`src/rtl/tx_bytes_pkg.sv`:
```
// Shared tx/rx frame definitions: header layout, length limits, CRC defaults, FSM states.
package tx_bytes_pkg;

    localparam logic [8:0] OFS_SRC = 9'd0;
    localparam logic [8:0] OFS_DST = 9'd1;
    localparam logic [8:0] OFS_LEN = 9'd2;
    localparam logic [8:0] HDR_LEN = 9'd3;
    localparam logic [8:0] CRC_LEN = 9'd2;

    localparam logic [8:0] MAX_LEN_CRC  = 9'd253;
    localparam logic [8:0] MAX_LEN_USER = 9'd251;

    // byte_cnt of the final payload byte / final RAM byte relative to data_len
    localparam logic [8:0] LAST_PAY_OFS  = HDR_LEN - 9'd1;
    localparam logic [8:0] LAST_USER_OFS = HDR_LEN + CRC_LEN - 9'd1;

    localparam logic [15:0] CRC_INIT_DEF = 16'hFFFF;
    localparam logic [15:0] CRC_POLY_DEF = 16'hA001;

    typedef enum logic [2:0] {
        ST_IDLE,
        ST_WAIT,
        ST_LOAD,
        ST_SEND,
        ST_CRC_L,
        ST_CRC_H,
        ST_FIN
    } tx_state_t;

endpackage

```
`src/rtl/tx_bytes_crc16_byte.sv`:
```
// One-byte update of the reflected CRC-16; shared with the receive path.
module crc16_byte
    import tx_bytes_pkg::*;
#(
    parameter logic [15:0] CRC_POLY = CRC_POLY_DEF
) (
    input  logic [15:0] i_crc,
    input  logic [7:0]  i_data,
    output logic [15:0] o_crc
);

    logic [15:0] w_c;

    always_comb begin
        w_c = i_crc ^ {8'h00, i_data};
        for (int unsigned i = 0; i < 8; i++) begin
            w_c = w_c[0] ? ((w_c >> 1) ^ CRC_POLY) : (w_c >> 1);
        end
        o_crc = w_c;
    end

endmodule

```
`src/rtl/tx_bytes.sv`:
```
// Frame transmitter: reads one frame from the TX RAM and streams it to the serializer,
// appending the CRC-16 unless the frame carries its own.
module tx_bytes
    import tx_bytes_pkg::*;
#(
    parameter logic [15:0] CRC_INIT = CRC_INIT_DEF,
    parameter logic [15:0] CRC_POLY = CRC_POLY_DEF
) (
    input  logic       clk,
    input  logic       reset,
    input  logic       start,
    input  logic       user_crc,
    input  logic       abort,
    output logic       busy,
    output logic       done,
    output logic       error,
    output logic [7:0] rd_addr,
    input  logic [7:0] rd_byte,
    output logic [7:0] ser_data,
    output logic       ser_valid,
    input  logic       ser_ready,
    output logic       ser_last
);

    tx_state_t   r_state,   w_state_nxt;
    logic [7:0]  r_rd_addr, w_rd_addr_nxt;
    logic [8:0]  r_cnt,     w_cnt_nxt;
    logic [7:0]  r_len,     w_len_nxt;
    logic [15:0] r_crc,     w_crc_nxt;
    logic [7:0]  r_data,    w_data_nxt;
    logic        r_valid,   w_valid_nxt;
    logic        r_last,    w_last_nxt;
    logic        r_busy,    w_busy_nxt;
    logic        r_done,    w_done_nxt;
    logic        r_error,   w_error_nxt;

    logic        w_hs;
    logic [8:0]  w_len_eff;
    logic [8:0]  w_cnt_inc;
    logic [15:0] w_crc_upd;

    crc16_byte #(.CRC_POLY(CRC_POLY)) u_crc (
        .i_crc  (r_crc),
        .i_data (r_data),
        .o_crc  (w_crc_upd)
    );

    assign w_hs      = r_valid & ser_ready;
    // data_len register is only written on the LEN handshake, so use the byte itself then
    assign w_len_eff = (r_cnt == OFS_LEN) ? {1'b0, r_data} : {1'b0, r_len};
    assign w_cnt_inc = r_cnt + 9'd1;

    always_comb begin
        w_state_nxt   = r_state;
        w_rd_addr_nxt = r_rd_addr;
        w_cnt_nxt     = r_cnt;
        w_len_nxt     = r_len;
        w_crc_nxt     = r_crc;
        w_data_nxt    = r_data;
        w_valid_nxt   = r_valid;
        w_last_nxt    = r_last;
        w_busy_nxt    = r_busy;
        w_done_nxt    = 1'b0;
        w_error_nxt   = 1'b0;

        if (abort) begin
            w_state_nxt = ST_IDLE;
            w_valid_nxt = 1'b0;
            w_last_nxt  = 1'b0;
            w_busy_nxt  = 1'b0;
        end else begin
            case (r_state)
                ST_IDLE: begin
                    if (start) begin
                        w_rd_addr_nxt = '0;
                        w_cnt_nxt     = '0;
                        w_crc_nxt     = CRC_INIT;
                        w_busy_nxt    = 1'b1;
                        w_state_nxt   = ST_WAIT;
                    end
                end
                ST_WAIT: w_state_nxt = ST_LOAD;
                ST_LOAD: begin
                    w_data_nxt  = rd_byte;
                    w_valid_nxt = 1'b1;
                    w_last_nxt  = user_crc && (r_cnt == {1'b0, r_len} + LAST_USER_OFS);
                    w_state_nxt = ST_SEND;
                end
                ST_SEND: begin
                    if (w_hs) begin
                        w_valid_nxt = 1'b0;
                        w_crc_nxt   = w_crc_upd;
                        w_cnt_nxt   = w_cnt_inc;
                        if (r_cnt == OFS_LEN) begin
                            w_len_nxt = r_data;
                        end
                        if ((r_cnt == OFS_LEN) &&
                            (w_len_eff > (user_crc ? MAX_LEN_USER : MAX_LEN_CRC))) begin
                            w_error_nxt = 1'b1;
                            w_busy_nxt  = 1'b0;
                            w_state_nxt = ST_IDLE;
                        end else if (!user_crc && (r_cnt == w_len_eff + LAST_PAY_OFS)) begin
                            w_data_nxt  = w_crc_upd[7:0];
                            w_valid_nxt = 1'b1;
                            w_last_nxt  = 1'b0;
                            w_state_nxt = ST_CRC_L;
                        end else if (user_crc && (r_cnt == w_len_eff + LAST_USER_OFS)) begin
                            w_last_nxt  = 1'b0;
                            w_state_nxt = ST_FIN;
                        end else begin
                            w_rd_addr_nxt = w_cnt_inc[7:0];
                            w_state_nxt   = ST_WAIT;
                        end
                    end
                end
                ST_CRC_L: begin
                    if (w_hs) begin
                        w_data_nxt  = r_crc[15:8];
                        w_last_nxt  = 1'b1;
                        w_state_nxt = ST_CRC_H;
                    end
                end
                ST_CRC_H: begin
                    if (w_hs) begin
                        w_valid_nxt = 1'b0;
                        w_last_nxt  = 1'b0;
                        w_state_nxt = ST_FIN;
                    end
                end
                ST_FIN: begin
                    w_done_nxt  = 1'b1;
                    w_busy_nxt  = 1'b0;
                    w_last_nxt  = 1'b0;
                    w_state_nxt = ST_IDLE;
                end
                default: w_state_nxt = ST_IDLE;
            endcase
        end
    end

    always_ff @(posedge clk or posedge reset) begin
        if (reset) begin
            r_state   <= ST_IDLE;
            r_rd_addr <= '0;
            r_cnt     <= '0;
            r_len     <= '0;
            r_crc     <= CRC_INIT;
            r_data    <= '0;
            r_valid   <= 1'b0;
            r_last    <= 1'b0;
            r_busy    <= 1'b0;
            r_done    <= 1'b0;
            r_error   <= 1'b0;
        end else begin
            r_state   <= w_state_nxt;
            r_rd_addr <= w_rd_addr_nxt;
            r_cnt     <= w_cnt_nxt;
            r_len     <= w_len_nxt;
            r_crc     <= w_crc_nxt;
            r_data    <= w_data_nxt;
            r_valid   <= w_valid_nxt;
            r_last    <= w_last_nxt;
            r_busy    <= w_busy_nxt;
            r_done    <= w_done_nxt;
            r_error   <= w_error_nxt;
        end
    end

    assign busy      = r_busy;
    assign done      = r_done;
    assign error     = r_error;
    assign rd_addr   = r_rd_addr;
    assign ser_data  = r_data;
    assign ser_valid = r_valid;
    assign ser_last  = r_last;

endmodule
```
`config.mk`:
```
export PLATFORM = sky130hd
export DESIGN_NAME = tx_bytes
export DESIGN_NICKNAME = d
export VERILOG_FILES = /design/src/rtl/tx_bytes_pkg.sv /design/src/rtl/tx_bytes_crc16_byte.sv /design/src/rtl/tx_bytes.sv
export SDC_FILE = /design/constraint.sdc
export NUM_CORES = 1
export LEC_CHECK = 0
export CORE_UTILIZATION = 50
export CTS_CLUSTER_SIZE = 28
export DETAILED_ROUTE_END_ITERATION = 7
export GPL_ROUTABILITY_DRIVEN = 1
export PLACE_DENSITY = 0.71
export SETUP_SLACK_MARGIN = 0.4
export SYNTH_ARGS = -nofsm -noshare
export SYNTH_HDL_FRONTEND = slang
export SYNTH_SLANG_ARGS = --single-unit
```
`constraint.sdc`:
```
create_clock -name clk -period 6.4 [get_ports clk]
set_input_delay 0.96 -clock clk [delete_from_list [all_inputs] [get_ports clk]]
set_output_delay 0.96 -clock clk [all_outputs]
set_load 0.02 [all_outputs]
```
* After elaboration in Yosys (flattened, before gate mapping)
Cells that the tools add are included.
Word-level totals: flip-flop bits (word level) 57, input bits 14, word-level logic and storage cells 130
Cells by class: $add $sub $neg 4, order comparisons 1, eq/ne operators 24, mux-type cells 60, bitwise operators 11, reductions and logical operators 19
Operator list (number):
- $mux W16 | 10
- $mux W8 | 10
- $pmux W16 S2 | 1
- $eq A9 B9 Y1 | 3
- $mux W3 | 9
- $not A2 Y3 | 8
- $pmux W8 S3 | 1
- $mux W1 | 21
- $add A8 B3 Y9 const B | 2
- $mux W9 | 2
- $ne A3 B3 Y1 const B | 6
- $pmux W3 S6 | 1
- $pmux W9 S2 | 1
- $pmux W8 S2 | 1
- $reduce_and A4 Y1 | 4
- $xor A16 B8 Y16 | 1
- $ne A2 B2 Y1 const B | 7
- $reduce_and A6 Y1 | 2
- $add A8 B2 Y9 const B | 1
- $add A9 B1 Y9 const B | 1
- $eq A3 B3 Y1 const B | 3
- $eq A9 B2 Y1 const B | 1
- $gt A8 B8 Y1 | 1
- $reduce_bool A4 Y1 | 2
- other kinds (15) | 20

* Logic depth before layout (Yosys ltp)
word-level depth 21, gate-level depth with buffers 17

* Cells and area by module
A second synthesis with hierarchy kept.
Second synthesis, totals: cell total of the unflattened synthesis 499, area total of the unflattened synthesis 4267.8 µm²
Modules (own cells, without submodules):
- tx_bytes | times used 1, cells each 473, area each 4016.4 µm², seq. area each 1446.4 µm²
- crc16_byte | times used 1, cells each 26, area each 251.5 µm², seq. area each 0.0 µm²

* Worst setup path after synthesis
OpenSTA, ideal clock, no wires.
path kind reg-to-reg, from register r_cnt[0], to register r_data[0] (netlist: ser_data[0]), arrival 3.499 ns, slack 2.776 ns, cell stages (with the launch flop) 16, buffers on the path 2, path through dfrtp_1 -> inv_1 -> ha_1 -> or4b_1 -> buf_2 -> nor2_4 -> buf_6 -> a21o_1 -> ha_1 -> xor2_1 -> a21o_1 -> nand4_1 -> a2111oi_4 -> nand2_2 -> a221oi_4 -> mux2_2
Between the ends: word-level cells in the longest chain between the ends 7
RTL lines:
- start: declaration | line tx_bytes.sv:27 | logic [8:0] r_cnt, w_cnt_nxt;
- start signal: assignment | line tx_bytes.sv:157 | r_cnt <= w_cnt_nxt;
- $eq A9 B2 Y1 | line tx_bytes.sv:50, tx_bytes.sv:97
- $mux W8 | line tx_bytes.sv:50 | assign w_len_eff = (r_cnt == OFS_LEN) ? {1'b0, r_data} : {1'b0, r_len};
- $add A8 B2 Y9 | line tx_bytes.sv:102 | end else if (!user_crc && (r_cnt == w_len_eff + LAST_PAY_OFS)) begin
- $eq A9 B9 Y1 | line tx_bytes.sv:102
- $logic_and A1 B1 Y1 | line tx_bytes.sv:102
- $ne A2 B2 Y1 (no source line)
- $reduce_and A6 Y1 (no source line) (*)
- end signal: assignment | line tx_bytes.sv:160 | r_data <= w_data_nxt;
- end: declaration | line tx_bytes.sv:30 | logic [7:0] r_data, w_data_nxt;
Mark *: on every way between the ends. The rest lies on a longest branch, timed or not. A chain may end at the register's enable or synchronous reset.

* Final worst setup path
from register r_cnt[0], to register r_data[1] (netlist: ser_data[1])
The elaborated chain is that of the path after synthesis.

==> flow_summary.yaml <==
status:
  outcome: "completed"
timing:
  rsz0062_at_grt: "no"
  tightest_slew_ns: 1.13
  period_share_pct: 72.1
  hold_violations: 0
  slew_headroom_pct: 23.9
  post-route-min-period_ns: 4.62
  drv_slew: 0
  fmax_ghz: 0.217
  fin_skew_ns: 0.0143
  fin_tns_setup_ns: 0
  finalSetupViolations: 0
  whs_ns: 0.507
placement:
  place_hpwl_um: 7260
  postPlaceCellArea_um2: 4250
  routabilityCongestion: 0.998
  port_buffers: 34
clocking:
  post_cts_resized: 0
  cts_buffers: 9
  path_clk_slew_ns: 0.07
  ctsHoldBuffers: 0
  cts_tree: "built"
  clk-insertion-delay-late_ns: 0.34
  clock-sinks: 57
  cts_max_level: 3
  clockRootBuffer: "clkbuf_8"
  clockBufferDepth: 2
  post_cts_buffers: 0
pwr:
  power.density_nw_per_um2: 251
  peakVddDrop_v: 0.000240
  power_uw: 1110
  leakagePower_uw: 0.00174
layout:
  finalNetCount: 470
  fill_cells: 650
  antenna_cells: 0
  multi_input_area_um2: 2270
  drive_gt1_share_pct: 13.4
  layout_common_cells: "nand2_1 (49), dfrtp_1 (41), clkdlybuf4s50_1 (34), xnor2_1 (31), nand3_1 (26)"
  utilization_pct: 59.5
  area_growth_pct: 12.7
  layout_commonest_cell: "nand2_1"
  finalInstanceArea_um2: 4410
  register_area_um2: 1450
global_route:
  grt_pass1_vias: 3144
  grt.overflow.total: 0
  antenna_found_initial: 0
  grt_max_degree: 58
  track_usage_pct: 26.3
  grt_pass1_wl_um: 16600
logic_synthesis:
  synth.distinct_cells: 66
  yosysSeqAreaShare_pct: 37.0
  synthesis.nets: 454
  syn_area_um2: 3910
  synthCells: 433
  synthArstFlopShare_pct: 100
  ys_warn_count: 0
  synth-seq-cells: 57
  synth-edff-count: 0
  syn_avg_cell_area_um2: 9.03
  synth_flop_cell: "dfrtp_1"
setup_path:
  critPathLaunchType: "flip-flop"
  critPathMaxFanout: 14
  worstSetupEndpointType: "flip-flop"
  path_class: "reg2reg"
  arrival_ns: 4.84
  crit_required_ns: 6.62
job:
  cap_violations: 0
floorplanning:
  die_w_um: 90.4
  start_util_pct: 52.8
  die-area_um2: 8180
  rows: 31
  fp.coreArea_um2: 7410
  pin_count: 35
  die_y_um: 90.4
drt:
  viasPerCell: 6.00
  first_pass_iters: 5
  initialDrtViolationCount: 230
  routed_wl_um: 10100
  ant_nets: 0
  post_drt_wl_per_cell_um: 18.2
  drc: 0
  vias: 3319
worst_hold_path:
  hold_path_class: "reg2reg"
==> sequential cells by signal, indices dropped and copies added (netlist names) <==
register	count
busy	1
done	1
error	1
r_cnt	9
r_crc	16
r_len	8
r_state	3
rd_addr	8
ser_data	8
ser_last	1
ser_valid	1
==> critical path, cell delays in order, from the launching register on <==
cell       delay [ns]
dfrtp_1          0.45
inv_1            0.13
ha_1             0.17
nor4b_2          0.90
a21oi_1          0.21
or2_1            0.35
ha_1             0.28
xor2_1           0.20
a21o_1           0.11
nand4_1          0.13
a2111oi_4        0.39
nand2_2          0.13
a221oi_4         0.62
mux2_2           0.41
==> Yosys cell counts, types with 2 or more instances <==
cell type  number  share of area, %
a211oi_1        4              0.77
a21boi_0        2              0.38
a21o_1          4              0.77
a21oi_1        21               2.7
a221o_1         3              0.77
a22o_1          2              0.45
a22oi_1         2              0.38
a2bb2oi_1       2              0.45
a311oi_1        3              0.67
a31oi_1         3              0.48
and2_1          6              0.96
and3_1          7               1.1
buf_1           2              0.19
buf_2           8               1.0
buf_6           2              0.58
clkbuf_1       19               1.8
dfrtp_1        41                26
dfstp_2        16                11
ha_1            7               2.2
inv_1          15               1.4
mux2_2         21               6.0
nand2_1        49               4.7
nand2b_1        5              0.80
nand3_1        26               3.3
nand4_1         9               1.4
nor2_1         22               2.1
nor2b_1         6              0.96
nor3_1         10               1.3
o211ai_1       10               1.9
o21ai_0        19               2.4
o22a_1          5               1.1
o31ai_1         3              0.58
o41ai_1         2              0.45
or3_1           4              0.64
or4_1           3              0.58
xnor2_1        31               6.9
xor2_1         10               2.2
==> power breakdown <==
part / internal, uW / leakage, uW / switching, uW
combinational: 185 / 0.000934 / 180
sequential: 387 / 0.000722 / 73.3
clock: 139 / 0.0000801 / 144
==> final timing paths <==
path,endpoint,cells after the start,slack (ns),start
max,ser_data[1],13,1.78,r_cnt[0]
min,r_crc[6],2,0.51,r_crc[6]
max reg2reg,ser_data[1],13,1.78,r_cnt[0]
min reg2reg,r_crc[6],2,0.51,r_crc[6]
max in group asynchronous,r_len[3],3,4.76,reset
min in group asynchronous,rd_addr[4],3,1.17,reset
==> routing by layer <==
layer | wire (um) | up-vias | share of wire [%] | global-route usage, %
met4 | 200 | 0 | 2.0 | 9.54
met2 | 4470 | 100 | 44 | 38.8
li1 | - | 1604 | - | -
met5 | 0 | - | 0 | 0
met3 | 474 | 18 | 4.7 | 5.22
met1 | 4940 | 1597 | 49 | 38.1
==> per-stage QoR <==
step,setup slack [ns],cells
3_3_place_gp,1.91,537
5_1_grt,1.45,553
6_report,1.78,553
4_1_cts,1.83,553
3_5_place_dp,1.85,537
2_1_floorplan,2.78,433
==> final cells by class <==
| class | instances | area share (%) |
|---|---|---|
| Clock buffer | 12 | 3.07 |
| Clock inverter | 4 | 0.511 |
| Inverter | 15 | 1.28 |
| Multi-Input combinational cell | 330 | 51.4 |
| Sequential cell | 57 | 32.8 |
| Tap cell | 99 | 2.81 |
| Timing Repair Buffer | 36 | 8.06 |
==> logic make-up (layout without fill, tap and decap cells) <==
| logic type | after synthesis | count (layout) | share of synthesized area [%] |
|---|---|---|---|
| flip-flops | 57 | 57 | 37.0 |
| AND/OR/NAND/NOR | 158 | 158 | 20.5 |
| buffers and inverters | 46 | 67 | 5.05 |
| adder cells (fa/ha/maj) | 7 | 7 | 2.24 |
| multiplexers | 22 | 22 | 6.30 |
| AO/OA/AOI/OAI | 100 | 100 | 18.6 |
| XOR/XNOR | 43 | 43 | 10.4 |
Power figures use the tool's default switching activity.
